--- src/rtl/adder_pipe.sv ---
// Pipelined add/subtract unit: a WIDTH-bit carry-ripple adder cut into CHUNK-bit
// slices, one slice per stage, with valid/ready handshakes on both sides.
module adder_pipe #(
    parameter int WIDTH = 32,
    parameter int CHUNK = 4
) (
    input  logic             clk_i,
    input  logic             rst_ni,
    input  logic             valid_i,
    output logic             ready_o,
    input  logic [WIDTH-1:0] a_i,
    input  logic [WIDTH-1:0] b_i,
    input  logic             cin_i,
    input  logic             sub_i,
    output logic             valid_o,
    input  logic             ready_i,
    output logic [WIDTH-1:0] sum_o,
    output logic             cout_o,
    output logic             ovf_o
);

    localparam int STAGES = WIDTH / CHUNK;

    generate
        if ((CHUNK < 1) || ((WIDTH % CHUNK) != 0)) begin : g_badParam
            $error("adder_pipe: WIDTH must be a positive multiple of CHUNK");
        end
    endgenerate

    logic             w_en;
    logic [WIDTH-1:0] w_aIn  [STAGES];
    logic [WIDTH-1:0] w_bIn  [STAGES];
    logic [WIDTH-1:0] w_sIn  [STAGES];
    logic [WIDTH-1:0] w_sOut [STAGES];
    logic             w_cIn  [STAGES];
    logic             w_vIn  [STAGES];
    logic             w_cOut [STAGES];
    logic [CHUNK:0]   w_part [STAGES];
    logic             w_ovf;

    logic [WIDTH-1:0] r_a [STAGES];
    logic [WIDTH-1:0] r_b [STAGES];
    logic [WIDTH-1:0] r_s [STAGES];
    logic             r_c [STAGES];
    logic             r_v [STAGES];
    logic             r_ovf;

    // One enable for the whole pipe: it only moves when the output slot frees up.
    assign w_en    = !r_v[STAGES-1] || ready_i;
    assign ready_o = w_en;

    // Each stage sees the operands still waiting in the skew registers and the
    // sums already finished in the deskew registers; it fills in only its own chunk.
    always_comb begin
        w_aIn[0] = a_i;
        w_bIn[0] = b_i ^ {WIDTH{sub_i}};
        w_sIn[0] = '0;
        w_cIn[0] = sub_i | cin_i;
        w_vIn[0] = valid_i;
        for (int k = 1; k < STAGES; k++) begin
            w_aIn[k] = r_a[k-1];
            w_bIn[k] = r_b[k-1];
            w_sIn[k] = r_s[k-1];
            w_cIn[k] = r_c[k-1];
            w_vIn[k] = r_v[k-1];
        end
        for (int k = 0; k < STAGES; k++) begin
            w_part[k] = {1'b0, w_aIn[k][k*CHUNK +: CHUNK]}
                      + {1'b0, w_bIn[k][k*CHUNK +: CHUNK]}
                      + {{CHUNK{1'b0}}, w_cIn[k]};
            w_sOut[k] = w_sIn[k];
            w_sOut[k][k*CHUNK +: CHUNK] = w_part[k][CHUNK-1:0];
            w_cOut[k] = w_part[k][CHUNK];
        end
        // Carry into the MSB is recovered as a ^ b ^ sum at that bit.
        w_ovf = w_aIn[STAGES-1][WIDTH-1] ^ w_bIn[STAGES-1][WIDTH-1]
              ^ w_sOut[STAGES-1][WIDTH-1] ^ w_cOut[STAGES-1];
    end

    // Data registers load only behind a valid token so a bubble leaves the
    // last result sitting on the outputs.
    always_ff @(posedge clk_i or negedge rst_ni) begin
        if (!rst_ni) begin
            for (int k = 0; k < STAGES; k++) begin
                r_a[k] <= '0;
                r_b[k] <= '0;
                r_s[k] <= '0;
                r_c[k] <= 1'b0;
                r_v[k] <= 1'b0;
            end
            r_ovf <= 1'b0;
        end else if (w_en) begin
            for (int k = 0; k < STAGES; k++) begin
                r_v[k] <= w_vIn[k];
                if (w_vIn[k]) begin
                    r_a[k] <= w_aIn[k];
                    r_b[k] <= w_bIn[k];
                    r_s[k] <= w_sOut[k];
                    r_c[k] <= w_cOut[k];
                end
            end
            if (w_vIn[STAGES-1]) begin
                r_ovf <= w_ovf;
            end
        end
    end

    assign valid_o = r_v[STAGES-1];
    assign sum_o   = r_s[STAGES-1];
    assign cout_o  = r_c[STAGES-1];
    assign ovf_o   = r_ovf;

endmodule

--- config.mk ---
export PLATFORM = sky130hd
export DESIGN_NAME = adder_pipe
export DESIGN_NICKNAME = d
export VERILOG_FILES = /design/src/rtl/adder_pipe.sv
export SDC_FILE = /design/constraint.sdc
export NUM_CORES = 1
export LEC_CHECK = 0
export ABC_CLOCK_PERIOD_IN_PS = 4050
export CAP_MARGIN = 40
export CORE_UTILIZATION = 63
export DETAILED_ROUTE_END_ITERATION = 7
export PLACE_DENSITY = 0.84
export SLEW_MARGIN = 20
export SYNTH_ARGS = -nofsm -noshare
export SYNTH_HDL_FRONTEND = slang
export SYNTH_SLANG_ARGS = --single-unit
--- constraint.sdc ---
create_clock -name clk_i -period 4.05 [get_ports clk_i]
set_input_delay 0.81 -clock clk_i [delete_from_list [all_inputs] [get_ports clk_i]]
set_output_delay 0.81 -clock clk_i [all_outputs]
set_load 0.1 [all_outputs]
==> results of run 1 <==
-- layout by cell type (no fill, tap or decap), types with 10 or more instances in the layout --
cell type        synthesis  final
a21o_1                  15     15
a21oi_1                 17     17
buf_4                   36     10
buf_8                    0     35
clkbuf_16                0     41
clkdlybuf4s50_1          0    102
dfrtp_1                385    385
fa_1                    16     16
ha_1                    24     24
inv_1                   31     31
mux2_1                  10     10
mux2_2                 277    277
mux2_4                  30     30
nand2_1                 76     74
o21ai_0                 59     59
xnor2_1                 27     27
xor2_1                  22     22
-- per-stage QoR --
step	cell area [um2]	utilization (%)	hold WS [ns]	cells	power (uW)
finish	18990	77.39	0.2830	1552	17350
global route	18990	77.39	0.3445	1552	18340
CTS	18970	77.31	0.3252	1551	17490
detailed placement	17570	71.62	0.4660	1483	13540
global placement	17030	69.43	0.4572	1448	12630
floorplan	15900	-	0.4428	1083	11620
-- kinds of logic (layout without fill, tap and decap cells) --
logic type,Yosys count,after routing,share of synthesized area (%)
simple gates,88,88,2.251
compound gates,91,91,3.101
mux,317,317,23.16
fa+ha+maj,40,40,3.904
flops,385,385,60.61
xor+xnor,49,49,2.700
buf+inv,113,258,4.274
-- flip-flops by register name, indices dropped and copies added, names as in the netlist --
name and cells:
cout_o 1, ovf_o 1, r_a 112, r_b 112, r_c 7, r_s 112
r_v 7, sum_o 32, valid_o 1
-- power breakdown --
part	leakage, uW	switching (uW)	total, uW	internal, uW
combinational	0.00337	3390	6820	3440
sequential	0.00467	1060	6720	5660
clock	0.000676	1420	3800	2390
-- how the worst max path moves through the flow --
| stage | from | endpoint | slack, ns | cells past startpoint |
|---|---|---|---|---|
| finish | ready_i | ready_o | 1.25 | 5 |
| global route | ready_i | ready_o | 1.20 | 5 |
| CTS | ready_i | ready_o | 1.23 | 5 |
| detailed placement | ready_i | r_b[218] | 1.15 | 7 |
| global placement | ready_i | r_b[218] | 1.17 | 7 |
| floorplan | sub_i | r_c[7] | 1.42 | 10 |
-- layout make-up --
class                   instances  area (um2)  share of cell area, %
flip-flops and latches        385        9634                  50.74
multi-input cells             585        5593                  29.46
repair buffers                158        1834                  9.661
clock buffers                  54        1165                  6.135
well taps                     324       405.4                  2.135
clock inverters                14       230.2                  1.213
inverters                      32       125.1                 0.6590
-- per-layer routing --
metal	up-vias	share of wire [%]	track usage, %
li1	3907	-	-
met1	4147	48	32.34
met2	148	47	33.52
met3	25	3.7	3.590
met4	0	1.3	5.446
met5	-	0	0
==> metrics.txt, run 1 <==
Max Clk Rate=roughly 360 MHz; setup tns final=0 ns; Syn Inst Count=~1100; GRT overflow=0; Initial Utilization=between 60% and 70%; CTS tree=yes; Worst setup EP type=output port; Area contributors post-synth=dfrtp_1, mux2_2, mux2_4, fa_1, ha_1; startpoint types=primary input; proportion of layout cells with a drive suffix above 1=about 36%; dominant synthesized flop cell=dfrtp_1; initial antenna violation count=0; CP required=approximately 3.2 ns; Max stage delay on crit path=~0.47 ns; worst setup path category=primary input to output port; die area=roughly 26000 um2; WL/cell=16.79 um; CP arrival=1.99 ns; first-pass GRT wire length=between 40000 and 50000 um; routability cong.=0.7640; outcome=finished clean; most instantiated cells after synthesis=dfrtp_1, mux2_2, nand2_1, o21ai_0, buf_4; clk sink count=~390; setup bufs post-CTS=0; Max clock buf depth=3; post-synthesis register bit count=just under 400; post-synth top area share=approximately three fifths; library cells used by synthesis=24; CTS clk-pin slew, worst paths=around 0.060 ns; R2R depth=6; CTS H-tree depth=2; CP Max Fanout=10; Post-Syn Area=about 16000 um2; Root Driver=clkbuf_16; largest net degree at the start of global routing=roughly 100; vias per cell=about 5.3; synth warn=0; fill count=roughly 1400; # rows=57; CP most frequent cell=buf_4; Clk Latency, worst-skew pair=0.52 ns; all-layer global routing usage=a little over a fifth; WP buf/inv=4; post-CTS sizing=0; dpl hpwl=16950 um; # DRC=0; Hold Fails Final Rpt=0; slowest CP cell=clkdlybuf4s50_1; Starting DRT DRC Count=~340; Port Buffers=roughly 110; PD cells=~910 nW/um2; area delta synth->final=19.44%; Post-Place Setup Slack=roughly 1.2 ns; final setup vio count=0; Final ANT Viol Nets=0; DIE WIDTH=160.8 um; Synth async-reset ratio=between 90% and 100%; via count=8227; Die Y=160.8 um; clk_skew=approximately 0.0096 ns; Post-Route WL=approximately 26000 um; Post-CTS Hold Buffers=0; final period utilization=between 60 and 70%; Core Box Area=between 20000 and 25000 um2; vias in the first global route=8611; Max-Cap Viols=0; largest area contributor in the netlist=dfrtp_1; worst-margin pin slew=between 0.7 and 0.8 ns; EDFF count, synth=0; P_leak=0.008719 uW; critical-path cell list=clkdlybuf4s50_1 > nor2b_1 > buf_4 > inv_6 > buf_4; R2R setup slack=approximately 2.0 ns; maximum vdd drop=about 0.66 mV; register area share after synthesis=about three fifths; RSZ-0062 raised after global routing=no; RR Startpoint=valid_o; min setup slack post-route=around 1.2 ns; top-count cell post-synth=dfrtp_1; synthesized area per cell=14.68 um2; Rel. slew slack=about half; Boundary Pins=approximately 110; # diodes=0; crit-path leading delay family=buffers and inverters; Hold Crit Class=primary input to asynchronous set/reset pin; worst reg2reg path endpoint=r_a[209]; layout net count=roughly 1300; Syn Nets=1193; Slew Limit Fails=0; DR pass1 iterations=4; fin crit period=2.800 ns; CTS Buf Count=38
(Power assumes the default switching activity.)
==> run 2, diff against run 1 <==
--- a/config.mk
+++ b/config.mk
@@ -5,11 +5,11 @@
 export SDC_FILE = /design/constraint.sdc
 export NUM_CORES = 1
 export LEC_CHECK = 0
-export ABC_CLOCK_PERIOD_IN_PS = 4050
+export ABC_CLOCK_PERIOD_IN_PS = 2900
 export CAP_MARGIN = 40
-export CORE_UTILIZATION = 63
+export CORE_UTILIZATION = 59
 export DETAILED_ROUTE_END_ITERATION = 7
-export PLACE_DENSITY = 0.84
+export PLACE_DENSITY = 0.8
 export SLEW_MARGIN = 20
 export SYNTH_ARGS = -nofsm -noshare
 export SYNTH_HDL_FRONTEND = slang
==> constraint.sdc (replaced) <==
create_clock -name clk_i -period 2.9 [get_ports clk_i]
set_input_delay 0.58 -clock clk_i [delete_from_list [all_inputs] [get_ports clk_i]]
set_output_delay 0.58 -clock clk_i [all_outputs]
set_load 0.1 [all_outputs]
==> metrics.txt, run 2 (synthesized netlist as in run 1, its figures left out) <==
outcome=complete, but fails checks (was finished clean); violated checks=design-rule violations; PD cells=1243 nW/um2 (was 913.6 nW/um2); RR Startpoint=valid_o (unchanged); most frequent cells in the layout=dfrtp_1, mux2_2, nand2_1 (was dfrtp_1, mux2_2, clkdlybuf4s50_1); Max-Cap Viols=0 (unchanged); Die Y=166.1 um (was 160.8 um); dpl hpwl=16910 um (was 16950 um); area delta synth->final=15.12% (was 19.44%); Post-Route WL=25340 um (was 26060 um); CTS tree=yes (unchanged); first-pass GRT wire length=43880 um (was 45060 um); layout net count=1281 (was 1310); vias in the first global route=8421 (was 8611); final setup vio count=0 (unchanged); Post-CTS Hold Buffers=0 (unchanged); DR pass1 iterations=6 (was 4); Starting DRT DRC Count=367 (was 344); Core Box Area=26280 um2 (was 24530 um2); fill count=1775 (was 1410); # diodes=0 (unchanged); largest net degree at the start of global routing=86 (was 102); DIE WIDTH=166.1 um (was 160.8 um); commonest non-fill, non-tap cell in the layout=dfrtp_1 (unchanged); Max clock buf depth=3 (unchanged); Crit. Startpoint=ready_i (unchanged); Port Buffers=105 (unchanged); setup bufs post-CTS=0 (unchanged); Clk Latency, worst-skew pair=0.52 ns (about the same); fin crit period=~2.2 ns; all-layer global routing usage=19.53% (was 21.66%); initial antenna violation count=0 (unchanged); proportion of layout cells with a drive suffix above 1=36.39% (was 35.50%); startpoint types=primary input (unchanged); worst setup path category=primary input to output port (unchanged); RSZ-0062 raised after global routing=no (unchanged); Slew Limit Fails=0 (unchanged); CP Max Fanout=10 (unchanged); CTS H-tree depth=2 (unchanged); Boundary Pins=106 (unchanged); worst-margin pin slew=0.5706 ns (was 0.7337 ns); Final ANT Viol Nets=0 (unchanged); Initial Utilization=60.49% (was 64.79%); GRT overflow=0 (unchanged); setup tns final=0 ns (unchanged); Root Driver=clkbuf_16 (unchanged); vias per cell=5.297 (was 5.301); Hold Crit Class=primary input to asynchronous set/reset pin (unchanged); Post-Place Setup Slack=0.3893 ns (was 1.155 ns); min setup slack post-route=0.6694 ns (was 1.250 ns); clk_skew=0.03010 ns (was 0.009614 ns); worst hold slack=0.02342 ns (was 0.2830 ns); post-CTS sizing=0 (unchanged); Hold Fails Final Rpt=0 (unchanged); Worst setup EP type=output port (unchanged); P_leak=0.008467 uW (was 0.008719 uW); routability cong.=0.7494 (was 0.7640); clk sink count=385 (unchanged); CP required=2.32 ns (was 3.24 ns); Top Registers=r_a x112, r_b x112, r_s x112 (unchanged); # DRC=7 (was 0); die area=27600 um2 (was 25870 um2); Max Clk Rate=between 400 and 500 MHz; CP arrival=1.65 ns (was 1.99 ns); final period utilization=between 70% and 80%; CTS Buf Count=38 (unchanged); maximum vdd drop=0.4975 mV (was 0.6650 mV); Rel. slew slack=61.93% (was 51.09%); WL/cell=16.53 um (was 16.79 um); # rows=59 (was 57); CTS clk-pin slew, worst paths=0.06 ns (about the same); via count=8121 (was 8227)
run 2: area by class of cell:
class | count | area [um2] | share of cell area [%]
clock buffers | 53 | 1079 | 5.894
clock inverters | 14 | 158.9 | 0.8683
inverters | 32 | 125.1 | 0.6837
multi-input cells | 585 | 5593 | 30.56
flip-flops and latches | 385 | 9634 | 52.65
well taps | 335 | 419.2 | 2.290
repair buffers | 129 | 1291 | 7.056
run 2: report_power, final:
| part | internal (uW) | switching (uW) |
|---|---|---|
| Combinational | 4100 | 4440 |
| Clock | 2870 | 1950 |
| Sequential | 7910 | 1470 |
run 2: final timing paths:
path	endpoint	cells after the start	slack, ns
max	ready_o	4	0.67
min	sum_o[11]	1	0.02
max reg2reg	r_s[194]	5	0.99
min reg2reg	r_s[85]	2	0.48
max in group asynchronous	r_c[7]	2	1.98
min in group clk_i	r_s[85]	2	0.48
run 2: critical path, cell delays in order:
cell and delay (ns):
clkdlybuf4s50_1 0.40, nor2b_1 0.32, inv_6 0.14, buf_12 0.20
run 2: metrics by stage:
stage / util, % / instances / instance area (um2) / power [uW]
global route: 69.63 / 1533 / 18300 / 24130
finish: 69.63 / 1533 / 18300 / 22740
detailed placement: 64.93 / 1466 / 17060 / 18040
global placement: 64.93 / 1466 / 17060 / 17600
CTS: 69.63 / 1533 / 18300 / 23010
floorplan: - / 1083 / 15900 / 16220
run 2: layer usage:
metal  share of wire, %  routed length [um]  global-route usage (%)
met1                 50               12650                   29.57
met2                 45               11350                   29.81
met3                3.5                 884                   3.146
met4                1.8                 462                   4.835
met5                  0                   0                       0
==> run 3, diff against run 2 <==
--- a/config.mk
+++ b/config.mk
@@ -5,11 +5,11 @@
 export SDC_FILE = /design/constraint.sdc
 export NUM_CORES = 1
 export LEC_CHECK = 0
-export ABC_CLOCK_PERIOD_IN_PS = 2900
+export ABC_CLOCK_PERIOD_IN_PS = 1900
 export CAP_MARGIN = 40
-export CORE_UTILIZATION = 59
+export CORE_UTILIZATION = 53
 export DETAILED_ROUTE_END_ITERATION = 7
-export PLACE_DENSITY = 0.8
+export PLACE_DENSITY = 0.76
 export SLEW_MARGIN = 20
 export SYNTH_ARGS = -nofsm -noshare
 export SYNTH_HDL_FRONTEND = slang
==> constraint.sdc (replaced) <==
create_clock -name clk_i -period 1.9 [get_ports clk_i]
set_input_delay 0.38 -clock clk_i [delete_from_list [all_inputs] [get_ports clk_i]]
set_output_delay 0.38 -clock clk_i [all_outputs]
set_load 0.1 [all_outputs]
==> metrics.txt, run 3 (synthesized netlist as in run 1, its figures left out) <==
Total Power=37320 uW (was 22740 uW); Slew Limit Fails=0 (unchanged); DIE WIDTH=175.2 um (was 166.1 um); CTS Buf Count=38 (unchanged); Hold Crit Class=primary input to asynchronous set/reset pin (unchanged); Post-Route WL=25920 um (was 25340 um); Final Instance Area=19440 um2 (was 18300 um2); clock share of power=22.1% (was 21.2%); CP required=2.29 ns (was 2.32 ns); die area=30690 um2 (was 27600 um2); CP Max Fanout=24 (was 10); CTS H-tree depth=2 (unchanged); layout net count=1312 (was 1281); # diodes=0 (unchanged); Net Switching=12330 uW (was 7860 uW); P_leak=0.008935 uW (was 0.008467 uW); fin crit period=~1.9 ns; GR peak layer=met2 (unchanged); Boundary Pins=106 (unchanged); Hold Fails Final Rpt=0 (unchanged); first-pass GRT wire length=44950 um (was 43880 um); min setup slack post-route=0.03740 ns (was 0.6694 ns); # rows=63 (was 59); Rel. slew slack=71.27% (was 61.93%); Post-Place Setup Slack=-0.3216 ns (was 0.3893 ns); Max-Cap Viols=0 (unchanged); clk sink count=385 (unchanged); all-layer global routing usage=17.94% (was 19.53%); vias per cell=5.050 (was 5.297); slowest CP cell=dfrtp_4 (was clkdlybuf4s50_1); met2 Use GR=28.39% (was 29.81%); CTS clk-pin slew, worst paths=0.06 ns (about the same); CP most frequent cell=buf_12; Root Driver=clkbuf_16 (unchanged); Top Registers=r_a x112, r_b x112, r_s x112 (unchanged); CP arrival=2.26 ns (was 1.65 ns); Clk Latency, worst-skew pair=0.52 ns (about the same); outcome=finished clean (was complete, but fails checks); Logic pwr share=39.0% (was 37.6%); Initial Utilization=53.78% (was 60.49%); Starting DRT DRC Count=319 (was 367); GR Util met1=25.89% (was 29.57%); vias in the first global route=8772 (was 8421); clk_skew=0.01445 ns (was 0.03010 ns); maximum vdd drop=0.7727 mV (was 0.4975 mV); area delta synth->final=22.32% (was 15.12%); dpl cell area=17920 um2 (was 17060 um2); initial antenna violation count=0 (unchanged); proportion of layout cells with a drive suffix above 1=38.83% (was 36.39%); PD cells=1919 nW/um2 (was 1243 nW/um2); RSZ-0062 raised after global routing=yes (was no); worst-margin pin slew=0.4309 ns (was 0.5706 ns); Die Y=175.2 um (was 166.1 um); GR Layer Usage met3=3.264% (was 3.146%); WL/cell=15.99 um (was 16.53 um); # DRC=0 (was 7); Max stage delay on crit path=0.40 ns (about the same); R2R depth=7 (was 5); commonest non-fill, non-tap cell in the layout=dfrtp_1 (unchanged); cell count along the critical path=7 (was 4); dpl hpwl=17600 um (was 16910 um); crit-path leading delay family=buffers and inverters (unchanged); critical-path cell list=nor2b_4 > inv_12 > buf_4 > buf_12 > nand2_2 > buf_12 > mux2_2 (was clkdlybuf4s50_1 > nor2b_1 > inv_6 > buf_12); largest net degree at the start of global routing=61 (was 86); Max Clk Rate=536.9 MHz; DR pass1 iterations=4 (was 6); Port Buffers=105 (unchanged); worst hold slack=0.3747 ns (was 0.02342 ns); Int Power=24990 uW (was 14880 uW); via count=8186 (was 8121); final setup vio count=0 (unchanged); Switching Share=33.03% (was 34.56%); Worst setup EP type=register (was output port); Max clock buf depth=3 (unchanged); routability cong.=0.7370 (was 0.7494); WP buf/inv=4 (was 3); final period utilization=between 90% and 100%; Core Box Area=29560 um2 (was 26280 um2); worst setup path category=register to register (was primary input to output port); sequential fraction of design power=38.9% (was 41.2%); CTS tree=yes (unchanged); most frequent cells in the layout=dfrtp_1, mux2_2, nand2_1 (unchanged); Final ANT Viol Nets=0 (unchanged); startpoint types=register (was primary input); GRT overflow=0 (unchanged)
## run 3: cell types whose count changed in the layout (fill, tap and decap cells not counted), moves of 3 or more
cell,before,now
buf_4,48,28
clkbuf_16,39,42
clkbuf_1,9,6
buf_12,12,60
bufinv_16,3,8
## run 3: power groups by stage
stage | Sequential, uW | Clock (uW) | Combinational, uW
final | 14500 | 8240 | 14600
after global routing | 15000 | 8770 | 15800
after CTS | 14600 | 8440 | 14700
after detailed placement | 14700 | 0 | 14400
after global placement | 14400 | 0 | 14000
after floorplan | 13700 | 0 | 11100
## run 3: metal layers
| layer | wire length, um | share of wire, % |
|---|---|---|
| met1 | 12360 | 48 |
| met2 | 11870 | 46 |
| met3 | 1284 | 5.0 |
| met4 | 407 | 1.6 |
| met5 | 0 | 0 |
## run 3: metrics by stage
| stage | cells | util, % | setup TNS, ns |
|---|---|---|---|
| after CTS | 1618 | 65.59 | 0 |
| after detailed placement | 1545 | 60.63 | -7.840 |
| final | 1621 | 65.78 | 0 |
| after global placement | 1545 | 60.63 | -21.71 |
| after global routing | 1621 | 65.78 | -0.6253 |
| after floorplan | 1083 | - | -0.1348 |
## run 3: repair_timing
action	4_1_cts	5_1_grt
endpoints found under the hold margin	39	0
cloned	0	2
gates resized for setup	2	3
setup buffers	5	1
hold buffers	1	0
endpoints found under the setup margin	1	139
## run 3: final timing paths
kind	end	slack, ns	start
min reg2reg	r_s[58]	0.48	r_s[58]
max reg2reg	r_s[192]	0.04	valid_o
max in group asynchronous	valid_o	0.83	rst_ni
min	sum_o[14]	0.37	rst_ni
max	r_s[192]	0.04	valid_o
min in group clk_i	r_a[252]	0.47	a_i[28]
## run 3: layout make-up
cell class | instances | area, um2
Clock buffer | 52 | 1117
Clock inverter | 17 | 296.5
Fill cell | 2031 | 10110
Inverter | 32 | 132.6
Multi-Input combinational cell | 585 | 5624
Sequential cell | 385 | 9638
Tap cell | 390 | 488.0
Timing Repair Buffer | 160 | 2148
